### src/rtl/sb_pkg.sv
// rtl/sb_pkg.sv - sideband receive constants, state encoding and forwarded-clock pattern helper
package sb_pkg;

    localparam int SB_PKT_W   = 64;
    localparam int SB_GAP_MIN = 31;
    localparam int SB_CTR_W   = $clog2(SB_PKT_W);

    typedef enum logic [0:0] {
        IDLE    = 1'b0,
        RECEIVE = 1'b1
    } rx_state_t;

    // Forwarded clock is high on even bits and on the final bit, low on odd bits 1..61.
    function automatic logic sb_exp_clk(input logic [SB_CTR_W-1:0] bit_idx);
        return !bit_idx[0] || (bit_idx == SB_CTR_W'(SB_PKT_W - 1));
    endfunction

endpackage

### src/rtl/sb_rx_fifo.sv
// rtl/sb_rx_fifo.sv - small registered FIFO holding received sideband packets
module sb_rx_fifo #(
    parameter int FIFO_DEPTH = 4,
    parameter int WIDTH      = 64
) (
    input  logic                          clk_800MHz,
    input  logic                          reset,
    input  logic                          push,
    input  logic                          pop,
    input  logic [WIDTH-1:0]              push_data,
    output logic [WIDTH-1:0]              head_data,
    output logic                          full,
    output logic [$clog2(FIFO_DEPTH):0]   count
);

    localparam int AW    = $clog2(FIFO_DEPTH);
    localparam int CNT_W = AW + 1;

    logic [WIDTH-1:0] mem [FIFO_DEPTH];
    logic [AW-1:0]    rd_ptr;
    logic [AW-1:0]    wr_ptr;
    logic             empty;
    logic             do_push;
    logic             do_pop;

    assign empty     = (count == '0);
    assign full      = (count == CNT_W'(FIFO_DEPTH));
    assign do_pop    = pop && !empty;
    // A full FIFO still takes a push when the head leaves in the same cycle.
    assign do_push   = push && (!full || do_pop);
    assign head_data = empty ? '0 : mem[rd_ptr];

    always_ff @(posedge clk_800MHz) begin
        if (do_push) begin
            mem[wr_ptr] <= push_data;
        end
    end

    always_ff @(posedge clk_800MHz) begin
        if (reset) begin
            rd_ptr <= '0;
            wr_ptr <= '0;
            count  <= '0;
        end else begin
            if (do_push) begin
                wr_ptr <= wr_ptr + 1'b1;
            end
            if (do_pop) begin
                rd_ptr <= rd_ptr + 1'b1;
            end
            case ({do_push, do_pop})
                2'b10:   count <= count + 1'b1;
                2'b01:   count <= count - 1'b1;
                default: count <= count;
            endcase
        end
    end

endmodule

### src/rtl/sb_rx_deserializer.sv
// rtl/sb_rx_deserializer.sv - sideband line receiver: start detect, framing check, packet buffering
module sb_rx_deserializer
    import sb_pkg::*;
#(
    parameter int FIFO_DEPTH = 4
) (
    input  logic                clk_800MHz,
    input  logic                reset,
    input  logic                dataPin_i,
    input  logic                clkPin_i,
    input  logic                enable_i,
    output logic [SB_PKT_W-1:0] data_o,
    output logic                valid_o,
    input  logic                ack_i,
    output logic                overflow_o,
    output logic                frame_err_o
);

    localparam int CNT_W = $clog2(FIFO_DEPTH) + 1;

    rx_state_t             state;
    logic [SB_CTR_W-1:0]   bit_ctr;
    logic                  clk_q;
    logic [SB_PKT_W-2:0]   shreg;
    logic                  clk_ok;
    logic                  push;
    logic                  pop;
    logic                  fifo_full;
    logic [CNT_W-1:0]      fifo_count;
    logic [SB_PKT_W-1:0]   pkt;

    assign clk_ok  = (clkPin_i == sb_exp_clk(bit_ctr));
    assign push    = (state == RECEIVE) && (bit_ctr == SB_CTR_W'(SB_PKT_W - 1)) && clk_ok;
    assign pkt     = {dataPin_i, shreg};
    assign valid_o = (fifo_count != '0);
    assign pop     = ack_i && valid_o;

    // LSB-first shift: after bits 0..62 have entered, bit 0 sits at shreg[0].
    always_ff @(posedge clk_800MHz) begin
        if (reset) begin
            state       <= IDLE;
            bit_ctr     <= '0;
            clk_q       <= 1'b0;
            shreg       <= '0;
            overflow_o  <= 1'b0;
            frame_err_o <= 1'b0;
        end else begin
            clk_q       <= clkPin_i;
            overflow_o  <= push && fifo_full && !pop;
            frame_err_o <= 1'b0;
            unique case (state)
                IDLE: begin
                    // Two clock-high samples in a row only occur at a packet start.
                    if (enable_i && clk_q && clkPin_i) begin
                        shreg   <= {dataPin_i, shreg[SB_PKT_W-2:1]};
                        bit_ctr <= SB_CTR_W'(1);
                        state   <= RECEIVE;
                    end
                end
                RECEIVE: begin
                    shreg <= {dataPin_i, shreg[SB_PKT_W-2:1]};
                    if (!clk_ok) begin
                        frame_err_o <= 1'b1;
                        bit_ctr     <= '0;
                        state       <= IDLE;
                    end else if (bit_ctr == SB_CTR_W'(SB_PKT_W - 1)) begin
                        bit_ctr <= '0;
                        state   <= IDLE;
                    end else begin
                        bit_ctr <= bit_ctr + 1'b1;
                    end
                end
                default: state <= IDLE;
            endcase
        end
    end

    sb_rx_fifo #(
        .FIFO_DEPTH (FIFO_DEPTH),
        .WIDTH      (SB_PKT_W)
    ) u_fifo (
        .clk_800MHz (clk_800MHz),
        .reset      (reset),
        .push       (push),
        .pop        (pop),
        .push_data  (pkt),
        .head_data  (data_o),
        .full       (fifo_full),
        .count      (fifo_count)
    );

endmodule

### config.mk
export PLATFORM = sky130hd
export DESIGN_NAME = sb_rx_deserializer
export DESIGN_NICKNAME = d
export VERILOG_FILES = /design/src/rtl/sb_pkg.sv /design/src/rtl/sb_rx_fifo.sv /design/src/rtl/sb_rx_deserializer.sv
export SDC_FILE = /design/constraint.sdc
export NUM_CORES = 1
export LEC_CHECK = 0
export CAP_MARGIN = 20
export CORE_UTILIZATION = 60
export DETAILED_ROUTE_END_ITERATION = 8
export HOLD_SLACK_MARGIN = 0.05
export PLACE_DENSITY_LB_ADDON = 0.25
export SLEW_MARGIN = 5
export SYNTH_ARGS = -nofsm -noshare
export SYNTH_HDL_FRONTEND = slang
export SYNTH_SLANG_ARGS = --single-unit
### constraint.sdc
create_clock -name clk_800MHz -period 6.85 [get_ports clk_800MHz]
set_input_delay 0.685 -clock clk_800MHz [delete_from_list [all_inputs] [get_ports clk_800MHz]]
set_output_delay 0.685 -clock clk_800MHz [all_outputs]
set_load 0.005 [all_outputs]
== After elaboration in Yosys (flattened, before gate mapping) ==
Memories as Yosys holds them, arrays and structs flattened. A register that Yosys moved wholly into a read port is not among the register bits.
Index checks and enable logic that the tools add are counted.
Word-level totals
  bits in registers: 80
  RAM bits: 256
  output and inout port bits: 67
  memories kept: 1
Memories
  u_fifo.mem: words 4, bits a word 64, read ports 1, clocked after memory_dff 1, write ports 1, RTL line sb_rx_fifo.sv:19  | logic [WIDTH-1:0] mem [FIFO_DEPTH];
Cells by class
  $add $sub $neg: 5
  eq/ne operators: 6
  muxes and demuxes: 17
  bitwise logic cells: 1
  reductions and logical operators: 19
Operators with widths (number)
  case mux 63 bit (2 select lines): 1
  two-way mux 64 bit: 1
  two-way mux 63 bit: 1
  two-way mux 6 bit: 3
  case mux 6 bit (2 select lines): 1
  logical AND 1 bit: 9
  adder 6 x 1 -> 6 bit (second input constant): 1
  equality test 6 bit (second input constant): 1
  two-way mux 1 bit: 6
  case mux 3 bit (2 select lines): 1
  adder 2 x 1 -> 2 bit (second input constant): 2
  zero test 1 bit: 4
  two-way mux 2 bit: 2
  adder 3 x 1 -> 3 bit (second input constant): 1
  equality test 3 bit (second input constant): 1
  zero test 3 bit: 1
  nonzero test 3 bit: 1
  subtractor 3 x 1 -> 3 bit (second input constant): 1
  equality test 2 x 1 -> 1 bit (second input constant): 1
  equality test 2 bit (second input constant): 1
  logical OR 1 bit: 2
  inequality test 2 bit (second input constant): 1
  case mux 1 bit (2 select lines): 1
  nonzero test 2 bit: 1
  other kinds (3): 3

== Longest topological paths before layout ==
Gate-level depths: netlist of the first run.
  depth after elaboration: 7
  mapped depth: 12
  depth with buffers taken out: 11

== Hierarchy ==
Synthesis of the first run repeated with hierarchy kept, for this count alone.
Second synthesis, totals
  cells, all modules: 802
  area, all modules: 13026.2 um2
Modules (own cells, without submodules)
  sb_rx_fifo: times used 1, cells an instance 469, area an instance 10339.9 um2
  sb_rx_deserializer: times used 1, cells an instance 333, area an instance 2686.3 um2

== Least setup slack after synthesis of the first run ==
OpenSTA, ideal clock, no wires.
  kind: reg-to-reg
  start point: register bit_ctr[0]
  end point: memory u_fifo.mem[0][0] (enable)
  library setup time: 0.429 ns
  arrival: 2.774 ns
  required time: 6.421 ns
  slack: 3.647 ns
  cell stages (with the launch flop): 6
  clock period less this slack: 3.203 ns
  cell sequence: dfxtp_1 -> ha_1 -> and4_1 -> buf_6 -> and3_1 -> and3_1
On the way
  word-level cells in the longest chain between the ends: 7
  elaborated cells on any way between the ends: 9
  classes of those cells: eq/ne: 2; mux: 2; reduce/logical: 5
RTL lines
  start, declared: RTL line sb_rx_deserializer.sv:22  | logic [SB_CTR_W-1:0] bit_ctr;
  start signal, assigned: RTL line sb_rx_deserializer.sv:70  | bit_ctr <= bit_ctr + 1'b1;
  equality test 6 bit or zero test 1 bit (tied branches): RTL line sb_pkg.sv:15, sb_rx_deserializer.sv:33
  logical OR 1 bit: RTL line sb_pkg.sv:15  | return !bit_idx[0] || (bit_idx == SB_CTR_W'(SB_PKT_W - 1));
  equality test 1 bit: RTL line sb_rx_deserializer.sv:32  | assign clk_ok = (clkPin_i == sb_exp_clk(bit_ctr));
  logical AND 1 bit *: RTL line sb_rx_deserializer.sv:33  | assign push = (state == RECEIVE) && (bit_ctr == SB_CTR_W'(SB_PKT_W - 1)) && clk_ok;
  logical AND 1 bit *: RTL line sb_rx_fifo.sv:30  | assign do_push = push && (!full || do_pop);
  two-way mux 1 bit *: RTL line sb_rx_fifo.sv:34  | if (do_push) begin
  two-way mux 1 bit (implied by the code) *: RTL line sb_rx_fifo.sv:35  | mem[wr_ptr] <= push_data;
  end, declared: RTL line sb_rx_fifo.sv:19
Every way passes the cells marked *; elsewhere a longest branch is shown, timed or not.

==> flow_metrics.py, run 1 <==
metrics = {
    "clock_tree": {
        "clkLatencyLatePin_ns": 0.55,
        "cts-resized-gates": 0,
        "hold_buffers": 0,
        "postCtsSetupBuffers": 0,
        "cts_buffers": 30,
        "cts_tree": "yes",
        "path_clk_slew_ns": 0.06,
        "cts_htree_levels": 1,
        "cts_buffer_depth": 3,
        "ctsRootBufferMaster": "clkbuf_16",
        "clock_sinks": 338,
    },
    "timing": {
        "final.min_clock_period_ns": 3.94,
        "worst_pin_slew_ns": 1.01,
        "max_slew_margin_pct": 32.6,
        "max_freq_ghz": 0.253,
        "hold_slack_ns": 0.501,
        "finalMaxSlewViolations": 0,
        "finClkSkew_ns": 0.0146,
        "hold_viol_final": 0,
        "setup_ws_ns": 2.91,
        "setup-violations-final": 0,
        "finalSetupTns_ns": 0,
        "rsz0062_at_grt": "no",
        "timing.final.crit_share_pct": 57.6,
    },
    "die": {
        "initial_core_util_pct": 61.3,
        "io_pins": 73,
        "die_area_um2": 22100,
        "fp-row-count": 53,
        "die_h_um": 149,
        "die_w_um": 149,
        "core_um2": 21000,
    },
    "synth": {
        "synth.ff_latch_count": 338,
        "yosysUniqueCellTypes": 45,
        "async_flop_share_pct": 0,
        "synthCells": 794,
        "syn_nets": 807,
        "ys_seq_area_share_pct": 72.4,
        "ys.flop_type": "edfxtp_1",
        "syn_area_um2": 12900,
        "yosysWarnings": 0,
        "synth-edff-count": 256,
        "avgSynthCellArea_um2": 16.2,
    },
    "route": {
        "avgViaCountPerCell": 5.79,
        "wl_per_cell_um": 19.7,
        "vias": 6706,
        "wl_um": 22800,
        "drtIter0Drc": 511,
        "antenna_left": 0,
        "drc": 0,
        "drt_pass1_iterations": 5,
    },
    "power_and_ir_drop": {
        "peakVddDrop_mv": 0.207,
        "p_int_mw": 3.16,
        "combPwrFrac_pct": 1.0,
        "switchingPower_mw": 0.728,
        "fin_total_pwr_mw": 3.89,
        "swShare_pct": 18.7,
        "clock_power_share_pct": 43.0,
        "leakagePower_nw": 5.02,
        "p_per_area_nw_per_um2": 264,
        "seq_power_share_pct": 56.0,
    },
    "layout": {
        "drive_gt1_share_pct": 14.6,
        "finalNonFillerCells": 1159,
        "n_antenna_cell": 0,
        "area_growth_pct": 14.2,
        "final_cell_mix": "256 x edfxtp_1, 129 x nand2_1, 80 x dfxtp_1, 71 x a21oi_1, 71 x clkdlybuf4s50_1",
        "final_common_cell": "edfxtp_1",
        "design_area_um2": 14700,
        "fin_util_pct": 70.0,
        "final_net_count": 873,
    },
    "worst_hold_path": {
        "hold_path_class": "reg -> reg",
    },
    "setup_path": {
        "path_max_fanout": 40,
        "path_buf_inv": 2,
        "cpLargestDelayFamily": "buffers and inverters",
        "critical_path_required_ns": 6.16,
        "crit_chain": "buf_4 > mux4_1 > and2_1 > clkdlybuf4s50_1",
        "cpPeakStageDelay_ns": 0.75,
        "r2r_slack_ns": 3.99,
        "cp.arrival_ns": 3.26,
        "cp-start-kind": "flip-flop",
        "cp-end-kind": "output pin",
        "crit_slowest_cell": "buf_4",
        "critPathKind": "reg -> out",
    },
    "place": {
        "gp_congestion": 0.714,
        "portBuffers": 72,
        "placed_cells": 1103,
        "place_hpwl_um": 11600,
        "placed_cell_area_um2": 13700,
        "dp_slack_ns": 3.39,
    },
    "run": {
        "maxCapViolCount": 0,
    },
    "grt": {
        "grt_pass1_wl_um": 36200,
        "grt_use_total_pct": 21.4,
        "first_global_vias": 6972,
        "grt_max_degree": 80,
        "gr-total-overflow": 0,
        "antenna_found_initial": 0,
    },
    "run_status": {
        "status": "complete, no violations",
    },
}
-- synthesized netlist by cell type, types with 2 or more instances --
| library cell | count | area share, % |
|---|---|---|
| clkbuf_1 | 15 | 0.44 |
| dfxtp_1 | 82 | 13 |
| buf_12 | 6 | 0.93 |
| o21ai_0 | 4 | 0.16 |
| a211oi_1 | 2 | 0.12 |
| nand2_1 | 129 | 3.8 |
| edfxtp_1 | 256 | 60 |
| or3_1 | 2 | 0.097 |
| and3_1 | 5 | 0.24 |
| xor2_1 | 4 | 0.27 |
| ha_1 | 6 | 0.58 |
| a21oi_1 | 71 | 2.8 |
| nand3_1 | 6 | 0.23 |
| a31oi_1 | 2 | 0.097 |
| inv_1 | 10 | 0.29 |
| and2_1 | 65 | 3.2 |
| nor2_1 | 16 | 0.47 |
| buf_6 | 3 | 0.26 |
| mux4_2 | 60 | 10 |
| buf_2 | 21 | 0.82 |
| xnor2_1 | 2 | 0.14 |
| mux4_1 | 4 | 0.82 |
-- sequential cells by signal, indices dropped and copies added, names as in the netlist, named ones only --
name	count
u_fifo.rd_ptr	2
overflow_o	1
state	1
bit_ctr	6
shreg	63
frame_err_o	1
u_fifo.mem	256
u_fifo.count	3
clk_q	1
u_fifo.wr_ptr	2
-- worst min-delay path, stage by stage (launching register included) --
cell and delay, ns:
dfxtp_1 0.34, nand2_1 0.06, a21oi_1 0.05
-- worst paths after layout --
| kind | from | endpoint | cells past startpoint |
|---|---|---|---|
| worst max-delay path | flip-flop | data_o[59] | 4 |
| worst min-delay path | shreg[0] | shreg[0] | 2 |
| worst max register to register | bit_ctr[0] | u_fifo.mem[3][16] | 5 |
| worst min register to register | shreg[0] | shreg[0] | 2 |
-- power groups by stage --
| stage | registers (mW) | clock network [mW] | logic, mW |
|---|---|---|---|
| 3_3_place_gp | 2.22 | 0 | 0.0382 |
| 2_1_floorplan | 2.22 | 0 | 0.0280 |
| 3_5_place_dp | 2.22 | 0 | 0.0387 |
| 6_report | 2.18 | 1.67 | 0.0385 |
| 5_1_grt | 2.18 | 1.78 | 0.0420 |
| 4_1_cts | 2.18 | 1.70 | 0.0387 |
-- cells by family (layout without fill, tap and decap cells) --
logic type,count (synthesis),count (layout),share of synthesized area [%]
compound gates,90,90,3.90
mux,64,64,11.3
simple gates,231,231,8.44
fa+ha+maj,7,7,0.737
xor+xnor,6,6,0.408
buf+inv,58,148,2.86
flops,338,338,72.4
-- metal layers --
layer,global-route usage [%],vias to the layer above,part of all wire [%]
li1,-,3087,-
met1,28.1,3403,41
met2,37.6,186,52
met3,3.04,30,5.5
met4,5.52,0,1.3
met5,0,-,0
-- layout make-up --
cell class                 count  area, um2
sequential                   338       9330
multi-input combinational    398       3220
timing repair buffer          82        791
clock inverter                14        155
tap                          275        344
fill                        1300       6300
inverter                      10       37.5
clock buffer                  42        847
(Power assumes the default switching activity.)
==> run 2, diff against run 1 <==
--- a/config.mk
+++ b/config.mk
@@ -6,7 +6,7 @@
 export NUM_CORES = 1
 export LEC_CHECK = 0
 export CAP_MARGIN = 20
-export CORE_UTILIZATION = 60
+export CORE_UTILIZATION = 53
 export DETAILED_ROUTE_END_ITERATION = 8
 export HOLD_SLACK_MARGIN = 0.05
 export PLACE_DENSITY_LB_ADDON = 0.25
==> constraint.sdc (replaced) <==
create_clock -name clk_800MHz -period 3.35 [get_ports clk_800MHz]
set_input_delay 0.335 -clock clk_800MHz [delete_from_list [all_inputs] [get_ports clk_800MHz]]
set_output_delay 0.335 -clock clk_800MHz [all_outputs]
set_load 0.005 [all_outputs]
==> run 2 against run 1 <==
Compared with the run above: core utilization decreased by 5.9 points; highest routed layer unchanged; die area increased by 13%; power increased by 120%; via count increased by 1.6%; sequential power increased by 100%.
==> flow_metrics.py, run 2 (synthesized netlist as in run 1, its figures left out) <==
metrics = {
    "setup_path": {
        "critical_path_required_ns": 3.01,
        "crit_chain": "buf_4 > mux4_2 > and2_1 > clkdlybuf4s50_1",
        "path_max_fanout": 23,
        "critPathKind": "reg -> out",
        "cp-end-kind": "output pin",
        "reg2regPathDepth": 5,
        "crit_slowest_cell": "dfxtp_4",
        "cpPeakStageDelay_ns": 0.67,
        "cp.arrival_ns": 2.63,
        "cp-start-kind": "flip-flop",
    },
    "power_and_ir_drop": {
        "seq_power_share_pct": 52.8,
        "leakagePower_nw": 5.19,
        "switchingPower_mw": 1.63,
        "clock_power_share_pct": 46.2,
        "peakVddDrop_mv": 0.291,
        "swShare_pct": 19.3,
        "p_per_area_nw_per_um2": 556,
        "p_int_mw": 6.82,
        "combPwrFrac_pct": 1.0,
    },
    "layout": {
        "largest_register_ffs": 256,
        "area_growth_pct": 17.8,
        "top_register": "u_fifo.mem",
        "drive_gt1_share_pct": 16.9,
        "final_net_count": 890,
        "final_common_cell": "edfxtp_1",
        "final_cell_mix": "256 x edfxtp_1, 129 x nand2_1, 80 x dfxtp_1, 71 x a21oi_1, 71 x clkdlybuf4s50_1",
        "n_antenna_cell": 0,
        "top_regs": "u_fifo.mem x256, shreg x63, bit_ctr x6",
    },
    "clock_tree": {
        "cts_buffers": 35,
        "cts-resized-gates": 0,
        "cts_htree_levels": 2,
        "path_clk_slew_ns": 0.06,
        "postCtsSetupBuffers": 0,
        "cts_buffer_depth": 3,
        "hold_buffers": 0,
        "ctsRootBufferMaster": "clkbuf_16",
        "clkLatencyLatePin_ns": 0.51,
        "cts_tree": "yes",
        "clock_sinks": 338,
    },
    "grt": {
        "gr-total-overflow": 0,
        "antenna_found_initial": 0,
        "grt_max_degree": 49,
        "grt_use_total_pct": 20.9,
        "first_global_vias": 7126,
        "grt_pass1_wl_um": 39100,
    },
    "die": {
        "die_area_um2": 25000,
        "die_w_um": 158,
        "die_h_um": 158,
        "initial_core_util_pct": 54.4,
        "io_pins": 73,
        "fp-row-count": 56,
        "core_um2": 23700,
    },
    "place": {
        "gp_congestion": 0.747,
        "place_hpwl_um": 13700,
        "portBuffers": 72,
    },
    "timing": {
        "worst_pin_slew_ns": 0.724,
        "final.min_clock_period_ns": 2.97,
        "finClkSkew_ns": 0.0275,
        "timing.final.crit_share_pct": 88.6,
        "max_freq_ghz": 0.337,
        "finalMaxSlewViolations": 0,
        "rsz0062_at_grt": "no",
        "finalSetupTns_ns": 0,
        "hold_viol_final": 0,
        "setup-violations-final": 0,
        "hold_slack_ns": 0.389,
        "max_slew_margin_pct": 51.7,
    },
    "route": {
        "antenna_left": 0,
        "avgViaCountPerCell": 5.58,
        "drtIter0Drc": 488,
        "wl_um": 24500,
        "wl_per_cell_um": 20.0,
        "vias": 6815,
        "drc": 0,
        "drt_pass1_iterations": 5,
    },
    "run_status": {
        "status": "complete, no violations",
    },
    "worst_hold_path": {
        "whs_path_depth": 2,
        "hold_path_class": "in -> reg",
    },
    "run": {
        "maxCapViolCount": 0,
    },
}
-- run 2: critical path: cells and delay by family (launching register included) --
kind / cells / cell delay (ns)
buffers and inverters: 2 / 0.75
DFF: 1 / 0.67
muxes: 1 / 0.54
and+or+nand+nor: 1 / 0.17
-- run 2: area by class of cell --
cell class / count / area (um2)
flip-flops and latches: 338 / 9340
fillers: 1697 / 8490
multi-input cells: 398 / 3230
repair buffers: 94 / 1010
clock buffers: 46 / 1000
well taps: 319 / 399
clock inverters: 17 / 180
inverters: 10 / 37.5
-- run 2: metrics by stage --
| stage | total power [mW] | util (%) | cells | area, um2 | setup slack (ns) |
|---|---|---|---|---|---|
| floorplan | 4.60 | - | 794 | 12900 | 0.147 |
| detailed placement | 4.63 | 59.2 | 1159 | 14000 | 0.512 |
| global placement | 4.63 | 59.2 | 1159 | 14000 | 0.594 |
| CTS | 8.50 | 64.1 | 1222 | 15200 | 0.324 |
| finish | 8.44 | 64.1 | 1222 | 15200 | 0.383 |
| global route | 8.68 | 64.1 | 1222 | 15200 | 0.227 |
-- run 2: layer usage --
metal,share of wire (%),global-route usage [%],routed length [um]
met1,43,27.3,10400
met2,50,36.0,12300
met3,5.0,3.34,1220
met4,2.0,6.68,489
met5,0,0,0
-- run 2: worst paths after layout --
check | startpoint | endpoint | slack [ns]
worst max register to register | bit_ctr[0] | u_fifo.mem[1][0] | 0.68
worst min register to register | shreg[55] | shreg[54] | 0.50
worst max-delay path | flip-flop | data_o[24] | 0.38
worst min-delay path | reset | clk_q | 0.39
-- run 2: power groups by stage --
stage / registers [mW] / logic, mW / clock network [mW]
floorplan: 4.54 / 0.0572 / 0
global placement: 4.54 / 0.0848 / 0
detailed placement: 4.54 / 0.0876 / 0
CTS: 4.45 / 0.0882 / 3.96
global route: 4.45 / 0.0951 / 4.13
finish: 4.45 / 0.0882 / 3.90
==> run 3, diff against run 2 <==
--- a/config.mk
+++ b/config.mk
@@ -6,6 +6,7 @@
 export NUM_CORES = 1
 export LEC_CHECK = 0
 export CAP_MARGIN = 20
+export CORE_ASPECT_RATIO = 1.5
 export CORE_UTILIZATION = 53
 export DETAILED_ROUTE_END_ITERATION = 8
 export HOLD_SLACK_MARGIN = 0.05
==> constraint.sdc (replaced) <==
create_clock -name clk_800MHz -period 2.7 [get_ports clk_800MHz]
set_input_delay 0.27 -clock clk_800MHz [delete_from_list [all_inputs] [get_ports clk_800MHz]]
set_output_delay 0.27 -clock clk_800MHz [all_outputs]
set_load 0.005 [all_outputs]
==> run 3 against run 2 <==
Compared with the run above: global-route usage down 1.6 points; clock power up 7.9%; sequential share of layout area hardly changed; hold slack worse by 0.20 ns; via count decreased by 1.5%; core utilization is 0.43 points lower; critical path type unchanged; critical endpoint is now data_o[18]; largest cell class unchanged; largest power group unchanged.
==> flow_metrics.py, run 3 (synthesized netlist as in run 1, its figures left out) <==
metrics = {
    "run_status": {
        "status": "complete, no violations",
    },
    "route": {
        "drt_pass1_iterations": 5,
        "avgViaCountPerCell": 5.52,
        "drc": 0,
        "antenna_left": 0,
        "wl_um": 23700,
        "wl_per_cell_um": 19.5,
        "drtIter0Drc": 491,
        "vias": 6714,
    },
    "layout": {
        "top_regs": "u_fifo.mem x256, shreg x63, bit_ctr x6",
        "largest_register_ffs": 256,
        "final_cell_mix": "256 x edfxtp_1, 129 x nand2_1, 79 x dfxtp_1, 71 x a21oi_1, 68 x clkdlybuf4s50_1",
        "area_growth_pct": 17.7,
        "final_common_cell": "edfxtp_1",
        "top_register": "u_fifo.mem",
        "n_antenna_cell": 0,
        "finalNonFillerCells": 1217,
        "drive_gt1_share_pct": 16.5,
        "final_net_count": 890,
    },
    "clock_tree": {
        "cts_buffers": 29,
        "cts_tree": "yes",
        "clock_sinks": 338,
        "path_clk_slew_ns": 0.06,
        "cts_htree_levels": 1,
        "cts_buffer_depth": 3,
        "hold_buffers": 0,
        "ctsRootBufferMaster": "clkbuf_16",
        "clkLatencyLatePin_ns": 0.52,
    },
    "grt": {
        "grt_pass1_wl_um": 36700,
        "first_global_vias": 6957,
        "grt_max_degree": 66,
        "antenna_found_initial": 0,
        "gr-total-overflow": 0,
        "grt_use_total_pct": 19.3,
    },
    "timing": {
        "timing.final.crit_share_pct": 97.9,
        "finalMaxSlewViolations": 0,
        "setup-violations-final": 0,
        "finalSetupTns_ns": 0,
        "worst_pin_slew_ns": 0.569,
        "final.min_clock_period_ns": 2.64,
        "hold_viol_final": 0,
        "max_slew_margin_pct": 62.0,
        "setup_ws_ns": 0.0554,
        "max_freq_ghz": 0.378,
        "finClkSkew_ns": 0.0107,
    },
    "worst_hold_path": {
        "whs_endpoint": "frame_err_o",
        "min_from": "reset",
        "whs_path_depth": 3,
        "hold_path_class": "in -> reg",
    },
    "die": {
        "fp-row-count": 69,
        "die_w_um": 129,
        "io_pins": 73,
        "initial_core_util_pct": 54.1,
        "core_um2": 23800,
        "die_h_um": 193,
        "die_area_um2": 25000,
    },
    "setup_path": {
        "r2r_slack_ns": 0.22,
        "cp-end-kind": "output pin",
        "reg2regPathDepth": 11,
        "path_max_fanout": 8,
        "cp.arrival_ns": 2.37,
        "critPathKind": "reg -> out",
        "critical_path_required_ns": 2.43,
        "reg2reg_from": "bit_ctr[0]",
        "cp-start-kind": "flip-flop",
        "reg2reg_to": "u_fifo.count[2]",
    },
    "place": {
        "place_hpwl_um": 12400,
        "portBuffers": 72,
        "dp_slack_ns": -0.0706,
        "placed_cells": 1156,
        "gp_congestion": 0.712,
    },
    "power_and_ir_drop": {
        "leakagePower_nw": 5.25,
        "p_per_area_nw_per_um2": 649,
        "peakVddDrop_mv": 0.597,
    },
    "run": {
        "maxCapViolCount": 0,
    },
}
run 3: changes by cell type in the layout (fill, tap and decap cells not counted), sizes merged:
cell,previous run,this run
dlymetal6s2s,0,3
inv,11,10
clkinv,9,11
buf,23,25
clkdlybuf4s50,71,68
clkinvlp,4,1
bufinv,3,5
clkbuf,46,39
run 3: worst max path at each step:
stage          startpoint               end
2_1_floorplan  bit_ctr[0]  u_fifo.mem[0][0]
3_3_place_gp        ack_i   u_fifo.count[2]
3_5_place_dp        ack_i   u_fifo.count[2]
4_1_cts         flip-flop        data_o[60]
5_1_grt         flip-flop        data_o[43]
6_report        flip-flop        data_o[18]
run 3: final cells by class:
class                      instances  area, um2
timing repair buffer             100       1220
clock inverter                    17        213
sequential                       338       9340
tap                              319        399
clock buffer                      35        758
fill                            1690       8650
multi-input combinational        398       3220
inverter                          10       37.5
run 3: metal layers:
| layer | share of wire (%) | global-route usage (%) | wire (um) | vias up |
|---|---|---|---|---|
| li1 | - | - | - | 3122 |
| met1 | 40 | 24.0 | 9450 | 3391 |
| met2 | 54 | 35.6 | 12900 | 160 |
| met3 | 3.7 | 2.24 | 873 | 41 |
| met4 | 1.9 | 4.98 | 453 | 0 |
| met5 | 0 | 0 | 0 | - |
run 3: worst max-delay path, stage by stage (launching register included):
cell and delay, ns:
dfxtp_4 0.39, buf_4 0.14, buf_16 0.14, mux4_2 0.55, and2_1 0.19, clkdlybuf4s50_1 0.44
run 3: power by group:
part / internal (mW) / total (mW) / switching [mW]
clock: 2.47 / 4.21 / 1.74
sequential: 5.52 / 5.53 / 0.00866
combinational: 0.0271 / 0.109 / 0.0822
total: 8.02 / 9.85 / 1.83
run 3: through the flow:
step / hold slack (ns) / util (%) / power (mW) / instance area (um2)
after floorplan: 0.369 / - / 5.71 / 12900
after global placement: 0.476 / 58.8 / 5.74 / 14000
after detailed placement: 0.498 / 58.8 / 5.75 / 14000
after CTS: 0.165 / 62.9 / 9.90 / 15000
final: 0.190 / 63.7 / 9.85 / 15200
after global routing: 0.229 / 63.7 / 10.1 / 15200
run 3: timing repair:
action,in CTS,in global routing
resized for setup,1,10
setup endpoints to repair,21,39
pin swaps,0,0
setup buffers,0,4
gates cloned,0,5
